`config.mk`:
```
export PLATFORM = sky130hd
export DESIGN_NAME = alu_arbiter
export DESIGN_NICKNAME = d
export VERILOG_FILES = /design/src/rtl/alu_arb_pkg.sv /design/src/rtl/alu_arb_grant.sv /design/src/rtl/alu_arbiter.sv
export SDC_FILE = /design/constraint.sdc
export NUM_CORES = 1
export LEC_CHECK = 0
export ABC_AREA = 1
export BUFFER_PORTS_ARGS = -buffer_cell sky130_fd_sc_hd__buf_2
export CORE_MARGIN = 2
export CORE_UTILIZATION = 40
export DETAILED_ROUTE_END_ITERATION = 7
export MAX_ROUTING_LAYER = met4
export PLACE_DENSITY = 0.69
export SYNTH_ARGS = -nofsm -noshare
export SYNTH_HDL_FRONTEND = slang
export SYNTH_SLANG_ARGS = --single-unit
export TNS_END_PERCENT = 30
```
`constraint.sdc`:
```
create_clock -name clk -period 5.5 [get_ports clk]
set_input_delay 1.1 -clock clk [delete_from_list [all_inputs] [get_ports clk]]
set_output_delay 1.1 -clock clk [all_outputs]
set_load 0.02 [all_outputs]
```
`src/rtl/alu_arb_pkg.sv`:
```
// Shared types and constants for the two-port ALU arbiter.
// Optional build macro: ALU_ARB_FIXED_PRIORITY_EN.
package alu_arb_pkg;

  typedef enum logic [1:0] {
    IDLE = 2'd0,
    EXEC = 2'd1,
    RESP = 2'd2
  } state_e;

  localparam int CNT_W = 4;

  localparam logic [2:0] CODE_ARITH = 3'b000;
  localparam logic [2:0] CODE_EQ    = 3'b001;
  localparam logic [2:0] CODE_LT    = 3'b010;
  localparam logic [2:0] CODE_GT    = 3'b011;
  localparam logic [2:0] CODE_CLX   = 3'b100;
  localparam logic [2:0] CODE_ADDI  = 3'b101;

  localparam logic [5:0] FN_ADD = 6'b100000;
  localparam logic [5:0] FN_SUB = 6'b100010;
  localparam logic [5:0] FN_AND = 6'b100100;
  localparam logic [5:0] FN_OR  = 6'b100101;

  // Counter preload; the settle window is clamped to 1..15 cycles.
  function automatic logic [CNT_W-1:0] settle_load(input int cycles);
    logic [CNT_W-1:0] v;
    if (cycles < 1) begin
      v = '0;
    end else if (cycles > 15) begin
      v = CNT_W'(14);
    end else begin
      v = CNT_W'(cycles - 1);
    end
    return v;
  endfunction

endpackage

```
`src/rtl/alu_arb_grant.sv`:
```
// Combinational two-way grant: round-robin by default,
// fixed port-0 priority with ALU_ARB_FIXED_PRIORITY_EN.
module alu_arb_grant
  import alu_arb_pkg::*;
(
  input  logic valid_0_i,
  input  logic valid_1_i,
  input  logic last_grant_i,
  output logic grant_0_o,
  output logic grant_1_o
);

`ifdef ALU_ARB_FIXED_PRIORITY_EN
  logic unused_last_grant;
  assign unused_last_grant = last_grant_i;
`endif

  always_comb begin
    grant_0_o = 1'b0;
    grant_1_o = 1'b0;
    unique case (1'b1)
      (valid_0_i && valid_1_i): begin
`ifdef ALU_ARB_FIXED_PRIORITY_EN
        grant_0_o = 1'b1;
`else
        // Tie goes to whichever port was not served last.
        grant_0_o = last_grant_i;
        grant_1_o = !last_grant_i;
`endif
      end
      (valid_0_i && !valid_1_i): grant_0_o = 1'b1;
      (!valid_0_i && valid_1_i): grant_1_o = 1'b1;
      default: ;
    endcase
  end

endmodule

```
`src/rtl/alu_arbiter.sv`:
```
// Shares one combinational ALU between two valid/ready requesters.
// Build macro ALU_ARB_FIXED_PRIORITY_EN selects fixed port-0 priority.
module alu_arbiter
  import alu_arb_pkg::*;
#(
  parameter int WIDTH         = 32,
  parameter int OP_W          = 6,
  parameter int CODE_W        = 3,
  parameter int SETTLE_CYCLES = 1
) (
  input  logic              clk,
  input  logic              reset,
  input  logic              req_valid_0,
  output logic              req_ready_0,
  input  logic [OP_W-1:0]   req_op_0,
  input  logic [CODE_W-1:0] req_code_0,
  input  logic [WIDTH-1:0]  req_a_0,
  input  logic [WIDTH-1:0]  req_b_0,
  input  logic              req_valid_1,
  output logic              req_ready_1,
  input  logic [OP_W-1:0]   req_op_1,
  input  logic [CODE_W-1:0] req_code_1,
  input  logic [WIDTH-1:0]  req_a_1,
  input  logic [WIDTH-1:0]  req_b_1,
  output logic              rsp_valid_0,
  input  logic              rsp_ready_0,
  output logic              rsp_valid_1,
  input  logic              rsp_ready_1,
  output logic [WIDTH-1:0]  rsp_data,
  output logic              rsp_zero,
  output logic [OP_W-1:0]   alu_operation,
  output logic [CODE_W-1:0] alu_code,
  output logic [WIDTH-1:0]  alu_a,
  output logic [WIDTH-1:0]  alu_b,
  input  logic [WIDTH-1:0]  alu_result,
  input  logic              alu_zero
);

  localparam logic [CNT_W-1:0] CNT_LOAD =
    settle_load(SETTLE_CYCLES);

  state_e            state_q, state_d;
  logic [CNT_W-1:0]  cnt_q, cnt_d;
  logic              last_q, last_d;
  logic              own_q, own_d;
  logic [OP_W-1:0]   op_q, op_d;
  logic [CODE_W-1:0] code_q, code_d;
  logic [WIDTH-1:0]  a_q, a_d;
  logic [WIDTH-1:0]  b_q, b_d;
  logic [WIDTH-1:0]  data_q, data_d;
  logic              zero_q, zero_d;
  logic              rv0_q, rv0_d;
  logic              rv1_q, rv1_d;

  logic gnt_0, gnt_1;
  logic rdy_0, rdy_1;
  logic hs_0, hs_1;
  logic rsp_take;

  alu_arb_grant u_grant (
    .valid_0_i    (req_valid_0),
    .valid_1_i    (req_valid_1),
    .last_grant_i (last_q),
    .grant_0_o    (gnt_0),
    .grant_1_o    (gnt_1)
  );

  // Ready is masked during reset so every output reads 0 there.
  assign rdy_0 = (state_q == IDLE) && gnt_0 && !reset;
  assign rdy_1 = (state_q == IDLE) && gnt_1 && !reset;
  assign hs_0  = rdy_0 && req_valid_0;
  assign hs_1  = rdy_1 && req_valid_1;

  assign rsp_take = own_q ? rsp_ready_1 : rsp_ready_0;

  always_comb begin
    state_d = state_q;
    cnt_d   = cnt_q;
    last_d  = last_q;
    own_d   = own_q;
    op_d    = op_q;
    code_d  = code_q;
    a_d     = a_q;
    b_d     = b_q;
    data_d  = data_q;
    zero_d  = zero_q;
    rv0_d   = rv0_q;
    rv1_d   = rv1_q;
    unique case (state_q)
      IDLE: begin
        if (hs_1) begin
          own_d   = 1'b1;
          op_d    = req_op_1;
          code_d  = req_code_1;
          a_d     = req_a_1;
          b_d     = req_b_1;
          cnt_d   = CNT_LOAD;
          state_d = EXEC;
        end else if (hs_0) begin
          own_d   = 1'b0;
          op_d    = req_op_0;
          code_d  = req_code_0;
          a_d     = req_a_0;
          b_d     = req_b_0;
          cnt_d   = CNT_LOAD;
          state_d = EXEC;
        end
      end
      EXEC: begin
        if (cnt_q != '0) begin
          cnt_d = cnt_q - 1'b1;
        end else begin
          data_d  = alu_result;
          zero_d  = alu_zero;
          rv0_d   = !own_q;
          rv1_d   = own_q;
          state_d = RESP;
        end
      end
      RESP: begin
        if (rsp_take) begin
          rv0_d   = 1'b0;
          rv1_d   = 1'b0;
          last_d  = own_q;
          state_d = IDLE;
        end
      end
      default: state_d = IDLE;
    endcase
  end

  always_ff @(posedge clk or posedge reset) begin
    if (reset) begin
      state_q <= IDLE;
      cnt_q   <= '0;
      last_q  <= 1'b1;
      own_q   <= 1'b0;
      op_q    <= '0;
      code_q  <= '0;
      a_q     <= '0;
      b_q     <= '0;
      data_q  <= '0;
      zero_q  <= 1'b0;
      rv0_q   <= 1'b0;
      rv1_q   <= 1'b0;
    end else begin
      state_q <= state_d;
      cnt_q   <= cnt_d;
      last_q  <= last_d;
      own_q   <= own_d;
      op_q    <= op_d;
      code_q  <= code_d;
      a_q     <= a_d;
      b_q     <= b_d;
      data_q  <= data_d;
      zero_q  <= zero_d;
      rv0_q   <= rv0_d;
      rv1_q   <= rv1_d;
    end
  end

  assign req_ready_0   = rdy_0;
  assign req_ready_1   = rdy_1;
  assign rsp_valid_0   = rv0_q;
  assign rsp_valid_1   = rv1_q;
  assign rsp_data      = data_q;
  assign rsp_zero      = zero_q;
  assign alu_operation = op_q;
  assign alu_code      = code_q;
  assign alu_a         = a_q;
  assign alu_b         = b_q;

endmodule

```
---- Word-level counts from Yosys, hierarchy flattened ----
Cells that the tools add are included.
storage, ports and cells
  input port bits ......................... 185
  logic and storage cells ................. 72
  output and inout port bits .............. 110
  register bits ........................... 116
cells by class
  mux-type cells .......................... 27
  reduce and logical (&&, ||, !) cells .... 25
  $add $sub $neg .......................... 1
  bitwise operators ....................... 1
  equal/unequal tests ..................... 6
operators with widths
  kind                   count
  $mux W32               4
  $mux W4                3
  $mux W6                2
  $logic_and A1 B1 Y1    9
  $reduce_and A3 Y1      3
  $mux W2                4
  $pmux W1 S2            4
  $pmux W4 S2            1
  $mux W1                6
  $mux W3                2
  $ne A2 B2 Y1 const B   3
  $pmux W2 S3            1
  $reduce_and A2 Y1      3
  $reduce_bool A2 Y1     3
  $logic_not A1 Y1       5
  $reduce_bool A4 Y1     1
  $sub A4 B1 Y4 const B  1
  $ne A3 B3 Y1 const B   1
  $eq A2 B1 Y1 const B   1
  $eq A2 B2 Y1 const B   1
  $logic_not A2 Y1       1
  $not A1 Y1             1

---- Logic depth before layout (Yosys ltp) ----
  depth in word-level cells ............... 9
  depth in mapped cells ................... 9
  depth with buffers taken out ............ 7

---- Hierarchy ----
Synthesis repeated with hierarchy kept, for this count alone.
second synthesis, totals
  cells, all modules ...................... 847
  area total of the unflattened synthesis .. 6079.6 um^2
modules (own cells, without submodules)
  module         cells an instance  seq. area each (um^2)  times used  area each (um^2)
  alu_arbiter    842                2904.0                 1           6058.3
  alu_arb_grant  5                  0.0                    1           21.3

---- Least setup slack after synthesis ----
Ideal clock, no wire load.
  path kind ............................... input -> output
  start ................................... input port reset
  end ..................................... output port req_ready_1
  stages .................................. 4
  arrival time ............................ 4058 ps
  path slack .............................. 342 ps
  data required time ...................... 4400 ps
  path through ............................ inv_1 nand2_1 nor2_1 buf_2
on the way
  cells in the longest elaborated chain, start to end .. 2
ends and longest elaborated chain
  what                        line               text
  start: declaration          alu_arbiter.sv:12  input logic reset,
  $logic_not A1 Y1 (no line)  --
  $logic_and A1 B1 Y1         alu_arbiter.sv:70  assign rdy_1 = (state_q == IDLE) && gnt_1 && !reset;
  end: declaration            alu_arbiter.sv:20  output logic req_ready_1,
Every way passes these cells.

---- Final worst setup path ----
Ends and elaborated chain as after synthesis.

==> metrics.txt <==
unrepaired setup endpoints after global routing no; post-synthesis cell type count 18; HPWL after DPL 10870 um; Die Footprint roughly 16000 um2; Pins Over Slew Limit 0; Power Density 556.2 nW/um2; Worst slew margin 0.3253; Worst Hold Class flop to flop; initial antenna violation count 1; core area roughly 14000 um2; pin count of the biggest net entering global routing 80; Worst setup SP type input pin; Finished Layout Cells 1311; Mapped Nets 1021; mux contribution to synthesized area 0; CTS clk-pin slew, worst paths 0.05 ns; row cnt 44; layout cells sized above 1 0.2993; highest clock rate 317.7 MHz; Max Fanout on Critical Path 39; Layout Utilization 0.5491; Root Driver clkbuf_16; WL/cell about 12 um; Syn Inst Count 834; number of post-CTS setup repair buffers 0; Required @ worst endpoint 4.40 ns; register bit total from synthesis 116; final WL 15740 um; Fin. Hold Viols 0; CP endpoint kind output pin; post-synthesis instance area about 6000 um2; TritonCTS clock tree done; CTS Hold Bufs 0; dpl cells ~1.3k; Leak Pwr 5.138 nW; Max VDD drop a little over 0.3 mV; Period minus WS final 3.148 ns; Avg Cell Area, Syn 7.075 um2; CTS H-tree lvls 4; Max Cap Viol 0; # DRC 0; Initial Util 0.4075; clock buffer depth 2; All-Layer GR Usage 0.2097; GP Congestion 0.8038; Die Y 125.5 um; routed vias/inst 4.389; Compound-Gate Fraction of Synth Area 0.004241; Final #Nets 1301; crit path DAT 2.05 ns; GRT overflow 0; run status complete, no violations; CTS resizes 0; Synth Area in Adders 0.004241; post-route ant nets 0; First-pass DRT Iterations 4; xor and xnor area share after synthesis 0; clock skew a little under 0.007 ns; WS Path Type input pin to output pin; Final Cycle Share 0.5723; first-pass GRT wire length 26090 um; Worst-Skew Late Latency 0.41 ns; Synth Area in Simple Gates 0.3494; area growth from synthesis to layout 34.73%; via count 5754; total clock sinks 116; Setup TNS 0 ns; number of global-route vias before repair 5464; Chip Width 125.5 um; Yosys warning total 0; worst slew pin tran about 1 ns; PortBufs 294; Num CTS Buffers 17; Hold Slack 0.4707 ns; largest family of logic cells by synthesized area simple AND/OR/NAND/NOR gates; setup-violating endpoint count in the final report 0; IO Pins 295; sequential area share after synthesis 0.4922; DR iter-0 viols around 270
-- cells in the mapped netlist --
cell      number  share of area
a21oi_1        1        0.00085
buf_2         11         0.0093
buf_4         13          0.017
buf_6         10          0.019
clkbuf_1       5         0.0032
dfrtp_1      115           0.49
dfstp_2        1         0.0045
ha_1           2         0.0042
inv_1        158           0.10
inv_2          2         0.0013
nand2_1      410           0.26
nand2_2        1         0.0011
nand3_1       80          0.068
nand3_2        2         0.0034
nand4_1        4         0.0042
nor2_1        13         0.0083
nor2_4         2         0.0038
o21ai_1        4         0.0034
-- per-stage QoR --
step	setup WS, ns	cell area, um2	power, mW
global placement	2.303	7373	3.344
floorplan	0.3424	5901	2.752
CTS	2.290	7948	4.476
detailed placement	2.291	7373	3.375
finish	2.352	7950	4.422
global route	2.213	7950	4.756
-- power by group --
group | leakage, nW | switching [mW] | internal (mW) | total [mW]
sequential | 1.44 | 0.210 | 1.27 | 1.48
combinational | 3.43 | 1.26 | 0.604 | 1.87
clock | 0.277 | 0.373 | 0.706 | 1.08
-- state kept, by name, summed over array words and instances, names as in the netlist --
signal         flops
own_q              1
alu_b             32
cnt_q              4
last_q             1
rsp_valid_0        1
rsp_valid_1        1
rsp_data          32
alu_operation      6
rsp_zero           1
alu_a             32
alu_code           3
state_q            2
-- routing by layer --
layer  share of wire  track usage  routed length (um)  vias to the layer above
met5               0            -                   0                        -
met4           0.026      0.08235                 413                        0
met3           0.052      0.04450                 813                       33
met2            0.48       0.3326                7513                      197
met1            0.44       0.2636                7000                     2538
li1                -            -                   -                     2986
-- cell usage in the layout (no fill, tap or decap), drive strengths merged --
master / n
a21oi: 1
clkbuf: 21
ha: 2
nand4: 4
inv: 160
nand3: 82
nor2: 15
dfrtp: 115
buf: 300
bufinv: 3
clkinv: 5
nand2: 411
dfstp: 1
clkinvlp: 2
diode: 1
o21ai: 4
-- worst paths after layout --
check | start | to | slack, ns | cells after the start
max | reset | req_ready_1 | 2.35 | 5
min reg2reg | alu_b[5]$_DFFE_PP0P_ | alu_b[5]$_DFFE_PP0P_ | 0.47 | 2
min in group asynchronous | reset | alu_b[5]$_DFFE_PP0P_ | 0.73 | 2
max reg2reg | last_q$_DFFE_PP1P_ | alu_b[27]$_DFFE_PP0P_ | 3.56 | 7
max in group asynchronous | reset | alu_a[4]$_DFFE_PP0P_ | 3.38 | 3
min | alu_b[5]$_DFFE_PP0P_ | alu_b[5]$_DFFE_PP0P_ | 0.47 | 2
-- critical path, cell delays in order --
cell and delay (ns):
buf_2 0.13, inv_4 0.34, nand2_1 0.17, nor2_4 0.14, buf_2 0.16
-- cells by family after synthesis --
kind of cell,Yosys count
flops,116
buf+inv,199
fa+ha+maj,2
simple gates,512
compound gates,5
-- area by class of cell --
class	instances	area, um2
Sequential cell	116	2904
Clock buffer	21	440.4
Fill cell	1479	6529
Clock inverter	10	133.9
Timing Repair Buffer	300	1516
Antenna cell	1	2.502
Tap cell	184	230.2
Inverter	160	603.1
Multi-Input combinational cell	519	2120
Note: power is estimated with default switching activity, not from simulation.
